**config.mk**
```make
export PLATFORM = sky130hd
export DESIGN_NAME = sid_note_sequencer_flat
export DESIGN_NICKNAME = d
export VERILOG_FILES = /design/src/rtl/sid_note_sequencer_if.sv /design/src/rtl/sid_note_sequencer.sv /design/src/flat_wrapper.sv
export SDC_FILE = /design/constraint.sdc
export NUM_CORES = 1
export LEC_CHECK = 0
export CORE_MARGIN = 4
export CORE_UTILIZATION = 64
export CTS_CLUSTER_SIZE = 24
export DETAILED_ROUTE_END_ITERATION = 6
export PLACE_DENSITY = 0.81
export SLEW_MARGIN = 20
export SYNTH_ARGS = -nofsm -noshare
export SYNTH_HDL_FRONTEND = slang
export SYNTH_SLANG_ARGS = --single-unit
```
**constraint.sdc**
```tcl
create_clock -name clk -period 3.7 [get_ports clk]
set_input_delay 0.925 -clock clk [delete_from_list [all_inputs] [get_ports clk]]
set_output_delay 0.925 -clock clk [all_outputs]
set_load 0.005 [all_outputs]
```
**src/rtl/sid_note_sequencer_if.sv**
```systemverilog
// Host-side bus of the note sequencer: playback control, note-table writes and sid_top voice outputs.
// With SEQ_LOOP_EN defined, a loop request travels alongside start.
interface sid_note_sequencer_if #(
  parameter int AW = 4
);
  logic          start;
  logic          stop;
  logic [AW:0]   num_notes;
  logic          wr_en;
  logic [AW-1:0] wr_addr;
  logic [63:0]   wr_data;
`ifdef SEQ_LOOP_EN
  logic          loop;
`endif
  logic          busy;
  logic          done;
  logic [AW-1:0] note_idx;
  logic [15:0]   frequency;
  logic [7:0]    duration;
  logic [7:0]    attack;
  logic [7:0]    sustain;
  logic [7:0]    waveform;

`ifdef SEQ_LOOP_EN
  modport master (
    output start, stop, num_notes, wr_en, wr_addr, wr_data, loop,
    input  busy, done, note_idx, frequency, duration, attack, sustain, waveform
  );
  modport slave (
    input  start, stop, num_notes, wr_en, wr_addr, wr_data, loop,
    output busy, done, note_idx, frequency, duration, attack, sustain, waveform
  );
`else
  modport master (
    output start, stop, num_notes, wr_en, wr_addr, wr_data,
    input  busy, done, note_idx, frequency, duration, attack, sustain, waveform
  );
  modport slave (
    input  start, stop, num_notes, wr_en, wr_addr, wr_data,
    output busy, done, note_idx, frequency, duration, attack, sustain, waveform
  );
`endif
endinterface

```
**src/rtl/sid_note_sequencer.sv**
```systemverilog
// Plays a note table into sid_top voice registers, timing gate-on/gate-off in coarse ticks.
// Build macro SEQ_LOOP_EN: adds a loop request that wraps the last note back to entry 0.
//
// state      | meaning
// S_IDLE     | waiting for start
// S_LOAD     | one cycle: copy current entry into voice registers, gate on
// S_GATE_ON  | gate held high for on_ticks ticks
// S_GATE_OFF | gate released for off_ticks ticks
// S_DONE     | one cycle: release gate, pulse done, drop busy
module sid_note_sequencer #(
  parameter int DEPTH    = 16,
  parameter int TICK_DIV = 50000,
  parameter int AW       = $clog2(DEPTH)
) (
  input logic                 clk,
  input logic                 rst_n,
  sid_note_sequencer_if.slave bus
);

  localparam int TW = $clog2(TICK_DIV);

  localparam logic [2:0] S_IDLE     = 3'd0;
  localparam logic [2:0] S_LOAD     = 3'd1;
  localparam logic [2:0] S_GATE_ON  = 3'd2;
  localparam logic [2:0] S_GATE_OFF = 3'd3;
  localparam logic [2:0] S_DONE     = 3'd4;

  localparam logic [AW:0]   DEPTH_W  = (AW+1)'(DEPTH);
  localparam logic [TW-1:0] TICK_MAX = TW'(TICK_DIV - 1);

  logic [63:0]   note_tbl [DEPTH];

  logic [2:0]    state_q, state_d;
  logic [AW-1:0] idx_q, idx_d;
  logic [AW:0]   len_q, len_d;
  logic [7:0]    on_cnt_q, on_cnt_d;
  logic [7:0]    off_cnt_q, off_cnt_d;
  logic [TW-1:0] tick_cnt_q, tick_cnt_d;
  logic          busy_q, busy_d;
  logic          done_q, done_d;
  logic [15:0]   freq_q, freq_d;
  logic [7:0]    dur_q, dur_d;
  logic [7:0]    att_q, att_d;
  logic [7:0]    sus_q, sus_d;
  logic [7:0]    wave_q, wave_d;
`ifdef SEQ_LOOP_EN
  logic          loop_q, loop_d;
`endif

  logic [63:0]   entry;
  logic          tick;
  logic          last_note;
  logic          next_note;

  // Table has no reset; a write to the entry being loaded lands after the read.
  always_ff @(posedge clk) begin
    if (bus.wr_en) note_tbl[bus.wr_addr] <= bus.wr_data;
  end

  assign entry     = note_tbl[idx_q];
  assign tick      = (tick_cnt_q == TICK_MAX);
  assign last_note = ({1'b0, idx_q} == (len_q - (AW+1)'(1)));

  always_comb begin
    state_d    = state_q;
    idx_d      = idx_q;
    len_d      = len_q;
    on_cnt_d   = on_cnt_q;
    off_cnt_d  = off_cnt_q;
    tick_cnt_d = tick_cnt_q;
    busy_d     = busy_q;
    done_d     = 1'b0;
    freq_d     = freq_q;
    dur_d      = dur_q;
    att_d      = att_q;
    sus_d      = sus_q;
    wave_d     = wave_q;
`ifdef SEQ_LOOP_EN
    loop_d     = loop_q;
`endif
    next_note  = 1'b0;

    case (state_q)
      S_IDLE: begin
        if (bus.start && !bus.stop) begin
          if (bus.num_notes == '0) begin
            done_d = 1'b1;
          end else begin
            len_d   = (bus.num_notes > DEPTH_W) ? DEPTH_W : bus.num_notes;
            idx_d   = '0;
            busy_d  = 1'b1;
            state_d = S_LOAD;
`ifdef SEQ_LOOP_EN
            loop_d  = bus.loop;
`endif
          end
        end
      end
      S_LOAD: begin
        freq_d    = entry[63:48];
        dur_d     = entry[47:40];
        att_d     = entry[39:32];
        sus_d     = entry[31:24];
        wave_d    = entry[23:16] | 8'h01;
        on_cnt_d  = (entry[15:8] == 8'd0) ? 8'd1 : entry[15:8];
        off_cnt_d = entry[7:0];
        state_d   = S_GATE_ON;
      end
      S_GATE_ON: begin
        if (tick) begin
          on_cnt_d = on_cnt_q - 8'd1;
          if (on_cnt_q == 8'd1) begin
            // Zero release time means legato: keep the gate up into the next note.
            if (off_cnt_q == 8'd0) begin
              next_note = 1'b1;
            end else begin
              wave_d[0] = 1'b0;
              state_d   = S_GATE_OFF;
            end
          end
        end
      end
      S_GATE_OFF: begin
        if (tick) begin
          off_cnt_d = off_cnt_q - 8'd1;
          if (off_cnt_q == 8'd1) next_note = 1'b1;
        end
      end
      S_DONE: begin
        wave_d[0] = 1'b0;
        done_d    = 1'b1;
        busy_d    = 1'b0;
        state_d   = S_IDLE;
      end
      default: state_d = S_IDLE;
    endcase

    if (next_note) begin
      if (last_note) begin
`ifdef SEQ_LOOP_EN
        if (loop_q) begin
          idx_d   = '0;
          state_d = S_LOAD;
        end else begin
          state_d = S_DONE;
        end
`else
        state_d = S_DONE;
`endif
      end else begin
        idx_d   = idx_q + AW'(1);
        state_d = S_LOAD;
      end
    end

    if (bus.stop && (state_q != S_IDLE)) begin
      state_d   = S_IDLE;
      wave_d[0] = 1'b0;
      busy_d    = 1'b0;
      done_d    = 1'b0;
    end

    // LOAD is only ever entered, never held, so state_d == S_LOAD marks entry.
    if (state_d == S_LOAD)
      tick_cnt_d = '0;
    else if ((state_q == S_LOAD) || (state_q == S_GATE_ON) || (state_q == S_GATE_OFF))
      tick_cnt_d = tick ? '0 : (tick_cnt_q + TW'(1));
    else
      tick_cnt_d = '0;
  end

  always_ff @(posedge clk or negedge rst_n) begin
    if (!rst_n) begin
      state_q    <= S_IDLE;
      idx_q      <= '0;
      len_q      <= '0;
      on_cnt_q   <= '0;
      off_cnt_q  <= '0;
      tick_cnt_q <= '0;
      busy_q     <= 1'b0;
      done_q     <= 1'b0;
      freq_q     <= '0;
      dur_q      <= '0;
      att_q      <= '0;
      sus_q      <= '0;
      wave_q     <= '0;
`ifdef SEQ_LOOP_EN
      loop_q     <= 1'b0;
`endif
    end else begin
      state_q    <= state_d;
      idx_q      <= idx_d;
      len_q      <= len_d;
      on_cnt_q   <= on_cnt_d;
      off_cnt_q  <= off_cnt_d;
      tick_cnt_q <= tick_cnt_d;
      busy_q     <= busy_d;
      done_q     <= done_d;
      freq_q     <= freq_d;
      dur_q      <= dur_d;
      att_q      <= att_d;
      sus_q      <= sus_d;
      wave_q     <= wave_d;
`ifdef SEQ_LOOP_EN
      loop_q     <= loop_d;
`endif
    end
  end

  assign bus.busy      = busy_q;
  assign bus.done      = done_q;
  assign bus.note_idx  = idx_q;
  assign bus.frequency = freq_q;
  assign bus.duration  = dur_q;
  assign bus.attack    = att_q;
  assign bus.sustain   = sus_q;
  assign bus.waveform  = wave_q;

endmodule

```
**src/flat_wrapper.sv**
```systemverilog
// flat-port wrapper written by rule: the top's interface ports become plain ports
module sid_note_sequencer_flat 
#(
  parameter int DEPTH    = 16,
  parameter int TICK_DIV = 50000,
  parameter int AW       = $clog2(DEPTH)
)
  (clk, rst_n, bus_start, bus_stop, bus_num_notes, bus_wr_en, bus_wr_addr, bus_wr_data, bus_busy, bus_done, bus_note_idx, bus_frequency, bus_duration, bus_attack, bus_sustain, bus_waveform);
  sid_note_sequencer_if #(.AW(AW)) bus_i ();
  input logic clk;
  input logic rst_n;
  input wire logic [$bits(bus_i.start)-1:0] bus_start;
  input wire logic [$bits(bus_i.stop)-1:0] bus_stop;
  input wire logic [$bits(bus_i.num_notes)-1:0] bus_num_notes;
  input wire logic [$bits(bus_i.wr_en)-1:0] bus_wr_en;
  input wire logic [$bits(bus_i.wr_addr)-1:0] bus_wr_addr;
  input wire logic [$bits(bus_i.wr_data)-1:0] bus_wr_data;
  output wire logic [$bits(bus_i.busy)-1:0] bus_busy;
  output wire logic [$bits(bus_i.done)-1:0] bus_done;
  output wire logic [$bits(bus_i.note_idx)-1:0] bus_note_idx;
  output wire logic [$bits(bus_i.frequency)-1:0] bus_frequency;
  output wire logic [$bits(bus_i.duration)-1:0] bus_duration;
  output wire logic [$bits(bus_i.attack)-1:0] bus_attack;
  output wire logic [$bits(bus_i.sustain)-1:0] bus_sustain;
  output wire logic [$bits(bus_i.waveform)-1:0] bus_waveform;
  assign bus_i.start = bus_start;
  assign bus_i.stop = bus_stop;
  assign bus_i.num_notes = bus_num_notes;
  assign bus_i.wr_en = bus_wr_en;
  assign bus_i.wr_addr = bus_wr_addr;
  assign bus_i.wr_data = bus_wr_data;
  assign bus_busy = bus_i.busy;
  assign bus_done = bus_i.done;
  assign bus_note_idx = bus_i.note_idx;
  assign bus_frequency = bus_i.frequency;
  assign bus_duration = bus_i.duration;
  assign bus_attack = bus_i.attack;
  assign bus_sustain = bus_i.sustain;
  assign bus_waveform = bus_i.waveform;
  sid_note_sequencer #(.DEPTH(DEPTH), .TICK_DIV(TICK_DIV), .AW(AW)) u_core (.clk(clk), .rst_n(rst_n), .bus(bus_i));
endmodule
```
== Word level (Yosys, flattened, before mapping) ==
Memories as Yosys holds them, arrays and structs flattened.
Index checks and enable logic that the tools add are counted.

* Memories kept: 1
* Output and inout port bits: 54
* Logic and storage cells: 101
* Bits of input ports: 78
* RAM bits: 1024
* Bits in registers: 94

* Magnitude comparators: 1
* Bitwise operators: 1
* Eq/ne operators: 16
* Multiplexer cells: 44
* Reductions and logical operators: 19
* Add/sub/neg operators: 5

{| class="wikitable"
|+ Memories
! memory !! words !! width !! rd ports !! clocked after Yosys merged registers in !! wr ports !! RTL line !! source
|-
| u_core.note_tbl || 16 || 64 || 1 || 0 || 1 || sid_note_sequencer.sv:31 || <nowiki>logic [63:0] note_tbl [DEPTH];</nowiki>
|}

{| class="wikitable"
|+ Operators with widths
! operator !! number
|-
| 16-bit two-way mux || 3
|-
| 8-bit case mux with 2 select lines || 2
|-
| 3-bit two-way mux || 8
|-
| 8-bit two-way mux || 3
|-
| 4-bit two-way mux || 5
|-
| 1-bit two-way mux || 17
|-
| 16-bit by 1-bit adder with 16-bit output (second input constant) || 1
|-
| 16-bit equality test (second input constant) || 1
|-
| 8-bit by 1-bit equality test with 1-bit output (second input constant) || 2
|-
| 8-bit zero test || 2
|-
| 8-bit by 1-bit subtractor with 8-bit output (second input constant) || 2
|-
| 3-bit case mux with 4 select lines || 1
|-
| 3-bit by 1-bit inequality test with 1-bit output (second input constant) || 3
|-
| 3-bit by 1-bit equality test with 1-bit output (second input constant) || 2
|-
| 3-bit by 2-bit equality test with 1-bit output (second input constant) || 2
|-
| 3-bit inequality test (second input constant) || 2
|-
| 1-bit case mux with 2 select lines || 3
|-
| 3-bit AND reduction || 2
|-
| 3-bit nonzero test || 2
|-
| 4-bit by 5-bit equality test with 1-bit output || 1
|-
| 5-bit greater-than comparator (second input constant) || 1
|-
| 5-bit zero test || 1
|-
| 5-bit two-way mux || 1
|-
| 5-bit by 1-bit subtractor with 5-bit output (second input constant) || 1
|-
| 13 further kinds || 18
|}

== Logic depth before layout (Yosys ltp) ==
* Word-level depth: 9
* Gate-level depth with buffers: 9
* Depth with buffers taken out: 8

== Worst setup path before layout ==
OpenSTA, ideal clock, no wires.

* Kind: input to register
* From: in bus_wr_addr[2]
* To: mem u_core.note_tbl[0][0], enable pin
* Stages: 2
* Buffers on the path: 0
* Setup slack: -2.584 ns
* Arrival: 5.721 ns
* Cell sequence: or3b_2 > nor3_1

{| class="wikitable"
|+ RTL lines
! what !! RTL line !! source
|-
| from (decl) || flat_wrapper.sv:16 || <nowiki>input wire logic [$bits(bus_i.wr_addr)-1:0] bus_wr_addr;</nowiki>
|-
| to (decl) || sid_note_sequencer.sv:31 ||
|}

No word-level cell before the write port.

== Final worst setup path ==
* From: reg u_core.idx_q[3], in the netlist u_core.bus.note_idx[3]
* To: out bus_note_idx[3]

{| class="wikitable"
|+ RTL lines
! what !! RTL line !! source
|-
| from (decl) || sid_note_sequencer.sv:34 || <nowiki>logic [AW-1:0] idx_q, idx_d;</nowiki>
|-
| from (signal assigned) || sid_note_sequencer.sv:192 || <nowiki>idx_q <= idx_d;</nowiki>
|-
| to (decl) || flat_wrapper.sv:20 || <nowiki>output wire logic [$bits(bus_i.note_idx)-1:0] bus_note_idx;</nowiki>
|}

No word-level cell between the ends.

==> metrics.log <==
INFO  metric timing.rr.end = u_core.bus.waveform[2]$_DFFE_PN0P_
INFO  metric worstSetupStartpointType = register
INFO  metric synth.distinct_cells = 58
INFO  metric internal_power = 21.7 mW
INFO  metric start_util = 0.651
INFO  metric die_area = 0.0703 mm^2
INFO  metric critPathMaxStageDelay = slightly below 0.9 ns
INFO  metric post-route-drc-count = 0
INFO  metric worst_slew_pin_slew = between 1 and 1.5 ns
INFO  metric clkSinkCount = 1102
INFO  metric insertion_delay = 0.68 ns
INFO  metric number_of_enable_flip_flop_cells_after_synthesis = 1008
INFO  metric final-setup-viol-count = 0
INFO  metric hold-worst-slack = 0.352 ns
INFO  metric pwr-share-comb = 0.066
INFO  metric wire_length_of_the_first_global_routing_pass = about 150000 um
INFO  metric register_to_register_path_setup_slack = 0.84 ns
INFO  metric ys.flop_type = sky130_fd_sc_hd__edfxtp_1
INFO  metric grt-ovfl-total = 0
INFO  metric worst_ir_drop_vdd = 0.000437 V
INFO  metric die-height = 265 um
INFO  metric syn_avg_cell_area = 22.9 um^2
INFO  metric critPathRequiredTime = 2.77 ns
INFO  metric critical_path.n_buffers_inverters = 1
INFO  metric post_cts_hold_buffer_count = 0
INFO  metric detail-route-antenna-nets = 0
INFO  metric syn2layout_area_growth = 15.7%
INFO  metric finish.instance_area = 0.0489 mm^2
INFO  metric finalCoreUtilization = 0.753
INFO  metric dp.final_hpwl = about 47000 um
INFO  metric post_layout_net_count = 2137
INFO  metric yosys_warnings = 0
INFO  metric setup_ws = 0.622 ns
INFO  metric grt_setup_unrepaired = no
INFO  metric post_syn_instances = 1848
INFO  metric h_tree_levels = 3
INFO  metric floorplan.io_pins = 132
INFO  metric sw_frac = 0.215
INFO  metric critPathArrivalTime = 2.15 ns
INFO  metric p_switching = 5.97 mW
INFO  metric route.vias.total = roughly 21k
INFO  metric seq_area_frac_synth = 0.771
INFO  metric clkPwrFrac = 0.405
INFO  metric dp_worst_setup_slack = between 0.4 and 0.5 ns
INFO  metric max-slew-margin-rel = 0.267
INFO  metric clk_pin_slew_worst_paths = approximately 0.060 ns
INFO  metric crit_family = flip-flops
INFO  metric final_layout_size_suffix_gt1_frac = 0.276
INFO  metric wl_per_cell = 35.0 um
INFO  metric hold_path.class = in -> async
INFO  metric post-route-period-util = 0.832
INFO  metric cp_cell_sequence = clkdlybuf4s50_1
INFO  metric die_width = between 200 and 300 um
INFO  metric ys_async_sr_fraction = 0.0853
INFO  metric grt_util_all_layers = 0.306
INFO  metric placedInstanceArea = 0.0453 mm^2
INFO  metric crit_fanout = 15
INFO  metric r2r_start = u_core.bus.note_idx[0]$_DFF_PN0_
INFO  metric cts_tree = done
INFO  metric cts_repair_resize_count = 0
INFO  metric final-hold-violation-count = 0
INFO  metric avgViaCountPerCell = 7.04
INFO  metric syn-cell-area = around 0.042 mm^2
INFO  metric timing.critical_path.to_type = primary output
INFO  metric seq_power_share = 0.529
INFO  metric outcome = finished clean
INFO  metric worstRegToRegCells = 4
INFO  metric ys_ff_latch = 1102
INFO  metric period_minus_ws_final = 3.08 ns
INFO  metric timing_worst_setup_path_type = reg -> out
INFO  metric post-cts-setup-buffers = 0
INFO  metric grt_max_degree = 75
INFO  metric fmaxAchievable = 325 MHz
INFO  metric postRouteWirelength = 105000 um
INFO  metric p_leak = 15.3 nW
INFO  metric num_rows = 93
INFO  metric finalMaxSlewViolations = 0
INFO  metric buffer_ports.inserted = 130
INFO  metric skew = ~0.038 ns
INFO  metric ctsRootBufferMaster = sky130_fd_sc_hd__clkbuf_16
INFO  metric cts-root-to-sink-buffers = 3
INFO  metric p_per_area = 566 mW/mm^2
INFO  metric max_cap_viol_count = 0
INFO  metric grt_pass1_vias = approximately 22k
INFO  metric drt_iter0_drc = slightly above 3k
INFO  metric crit_path_start = u_core.bus.note_idx[3]$_DFF_PN0_
INFO  metric cts_made_buffers = 104
INFO  metric core-area = 0.0649 mm^2
INFO  metric mappedNetlistNets = a little under 2k
INFO  metric power.total = 27.7 mW
INFO  metric finalWeightedCongestion = 0.788
INFO  metric detailedRoute.firstPassIterationCount = 5
INFO  metric critical_path_cell_count = 1
INFO  metric antenna_found_initial = 11
INFO  metric worst_path_max_delay_cell = sky130_fd_sc_hd__dfrtp_1
[synthesized netlist by cell type (5+ instances only)]
master,n,area share
sky130_fd_sc_hd__buf_2,28,0.0033
sky130_fd_sc_hd__a22oi_1,5,0.00089
sky130_fd_sc_hd__mux2_2,48,0.013
sky130_fd_sc_hd__ha_1,8,0.0024
sky130_fd_sc_hd__o21ai_0,27,0.0032
sky130_fd_sc_hd__dfrtp_1,94,0.056
sky130_fd_sc_hd__or3_1,7,0.0010
sky130_fd_sc_hd__mux4_2,303,0.16
sky130_fd_sc_hd__nor2_1,51,0.0045
sky130_fd_sc_hd__buf_1,11,0.00098
sky130_fd_sc_hd__nor2b_1,6,0.00089
sky130_fd_sc_hd__edfxtp_1,1008,0.72
sky130_fd_sc_hd__and3_1,8,0.0012
sky130_fd_sc_hd__nor3_1,14,0.0017
sky130_fd_sc_hd__xnor2_1,9,0.0019
sky130_fd_sc_hd__inv_1,12,0.0011
sky130_fd_sc_hd__a21oi_1,25,0.0030
sky130_fd_sc_hd__a22o_1,12,0.0025
sky130_fd_sc_hd__clkbuf_1,41,0.0036
sky130_fd_sc_hd__nand3_1,17,0.0020
sky130_fd_sc_hd__xor2_1,10,0.0021
sky130_fd_sc_hd__nand2_1,27,0.0024
sky130_fd_sc_hd__mux2i_1,10,0.0024
sky130_fd_sc_hd__nand2b_1,9,0.0013
[area by class of cell]
type	count	area [um^2]
sequential	1102	32600
fill	3155	16000
multi-input combinational	647	9360
clock buffer	140	2850
timing repair buffer	184	2200
tap	855	1070
clock inverter	55	734
inverter	12	47.5
antenna	8	20.0
[how the worst max path moves through the flow]
stage	to	slack (ns)
floorplan	u_core.note_tbl[1][0]$_DFFE_PP_	-0.88
global placement	u_core.note_tbl[9][28]$_DFFE_PP_	0.53
detailed placement	u_core.note_tbl[9][28]$_DFFE_PP_	0.46
CTS	bus_note_idx[2]	0.61
global route	bus_note_idx[2]	0.57
finish	bus_note_idx[3]	0.62
[routing by layer]
layer	GRT usage	share of wire	vias up
met5	0	0.00033	-
met4	0.0907	0.030	6
met3	0.0641	0.094	230
met2	0.513	0.52	1524
met1	0.418	0.35	11200
li1	-	-	8223
[power groups by stage]
| stage | registers, mW | clock network, mW | logic (mW) |
|---|---|---|---|
| 6_report | 14.7 | 11.2 | 1.84 |
| 5_1_grt | 14.7 | 11.9 | 1.97 |
| 4_1_cts | 14.6 | 11.3 | 1.86 |
| 3_5_place_dp | 14.9 | 0 | 1.78 |
| 3_3_place_gp | 14.8 | 0 | 1.70 |
| 2_1_floorplan | 14.7 | 0 | 0.704 |
[sequential cells by signal (all words and copies together), names as in the netlist]
register              cells
u_core.bus.note_idx       4
u_core.bus.frequency     16
u_core.bus.duration       8
u_core.bus.attack         8
u_core.bus.waveform       8
u_core.len_q              5
u_core.tick_cnt_q        16
u_core.bus.sustain        8
u_core.state_q            3
u_core.bus.busy           1
u_core.on_cnt_q           8
u_core.off_cnt_q          8
u_core.note_tbl        1008
u_core.bus.done           1
[cells in the final DEF (no fill, tap or decap), types with 6 or more instances in the layout]
master,instances
sky130_fd_sc_hd__edfxtp_1,1008
sky130_fd_sc_hd__mux4_2,303
sky130_fd_sc_hd__clkdlybuf4s50_1,129
sky130_fd_sc_hd__clkbuf_16,106
sky130_fd_sc_hd__dfrtp_1,91
sky130_fd_sc_hd__mux2_2,48
sky130_fd_sc_hd__buf_12,39
sky130_fd_sc_hd__nor2_1,38
sky130_fd_sc_hd__nand2_1,27
sky130_fd_sc_hd__o21ai_0,27
sky130_fd_sc_hd__clkbuf_1,27
sky130_fd_sc_hd__a21oi_1,25
sky130_fd_sc_hd__clkinv_2,20
sky130_fd_sc_hd__nand3_1,17
sky130_fd_sc_hd__bufinv_16,16
sky130_fd_sc_hd__buf_4,15
sky130_fd_sc_hd__nor2_4,13
sky130_fd_sc_hd__a22o_1,12
sky130_fd_sc_hd__clkinv_1,12
sky130_fd_sc_hd__inv_1,11
sky130_fd_sc_hd__xor2_1,10
sky130_fd_sc_hd__nor3_1,10
sky130_fd_sc_hd__mux2i_1,10
sky130_fd_sc_hd__xnor2_1,9
sky130_fd_sc_hd__nand2b_1,9
sky130_fd_sc_hd__diode_2,8
sky130_fd_sc_hd__and3_1,8
sky130_fd_sc_hd__ha_1,8
sky130_fd_sc_hd__or3_1,7
sky130_fd_sc_hd__clkbuf_8,7
sky130_fd_sc_hd__nor2b_1,6
[worst reg2reg max path, stage by stage, from the launching register on]
cell,delay (ns)
sky130_fd_sc_hd__dfrtp_4,0.74
sky130_fd_sc_hd__buf_4,0.56
sky130_fd_sc_hd__mux4_2,0.64
sky130_fd_sc_hd__mux4_2,0.54
sky130_fd_sc_hd__mux2_2,0.29
[stage by stage]
stage / std cells / TNS [ns]
after floorplan: 1848 / -206.80
after global placement: 2800 / 0
after detailed placement: 2800 / 0
after CTS: 2995 / 0
after global routing: 2998 / 0
final: 3003 / 0
[cells by family after synthesis]
family,Yosys count,share of synthesized area
AND/OR/NAND/NOR,167,0.0209
adder cells (fa/ha/maj),8,0.00237
XOR/XNOR,19,0.00394
flip-flops,1102,0.771
multiplexers,361,0.177
AO/OA/AOI/OAI,92,0.0143
buffers and inverters,99,0.0106
Note: power is estimated with default switching activity, not from simulation.
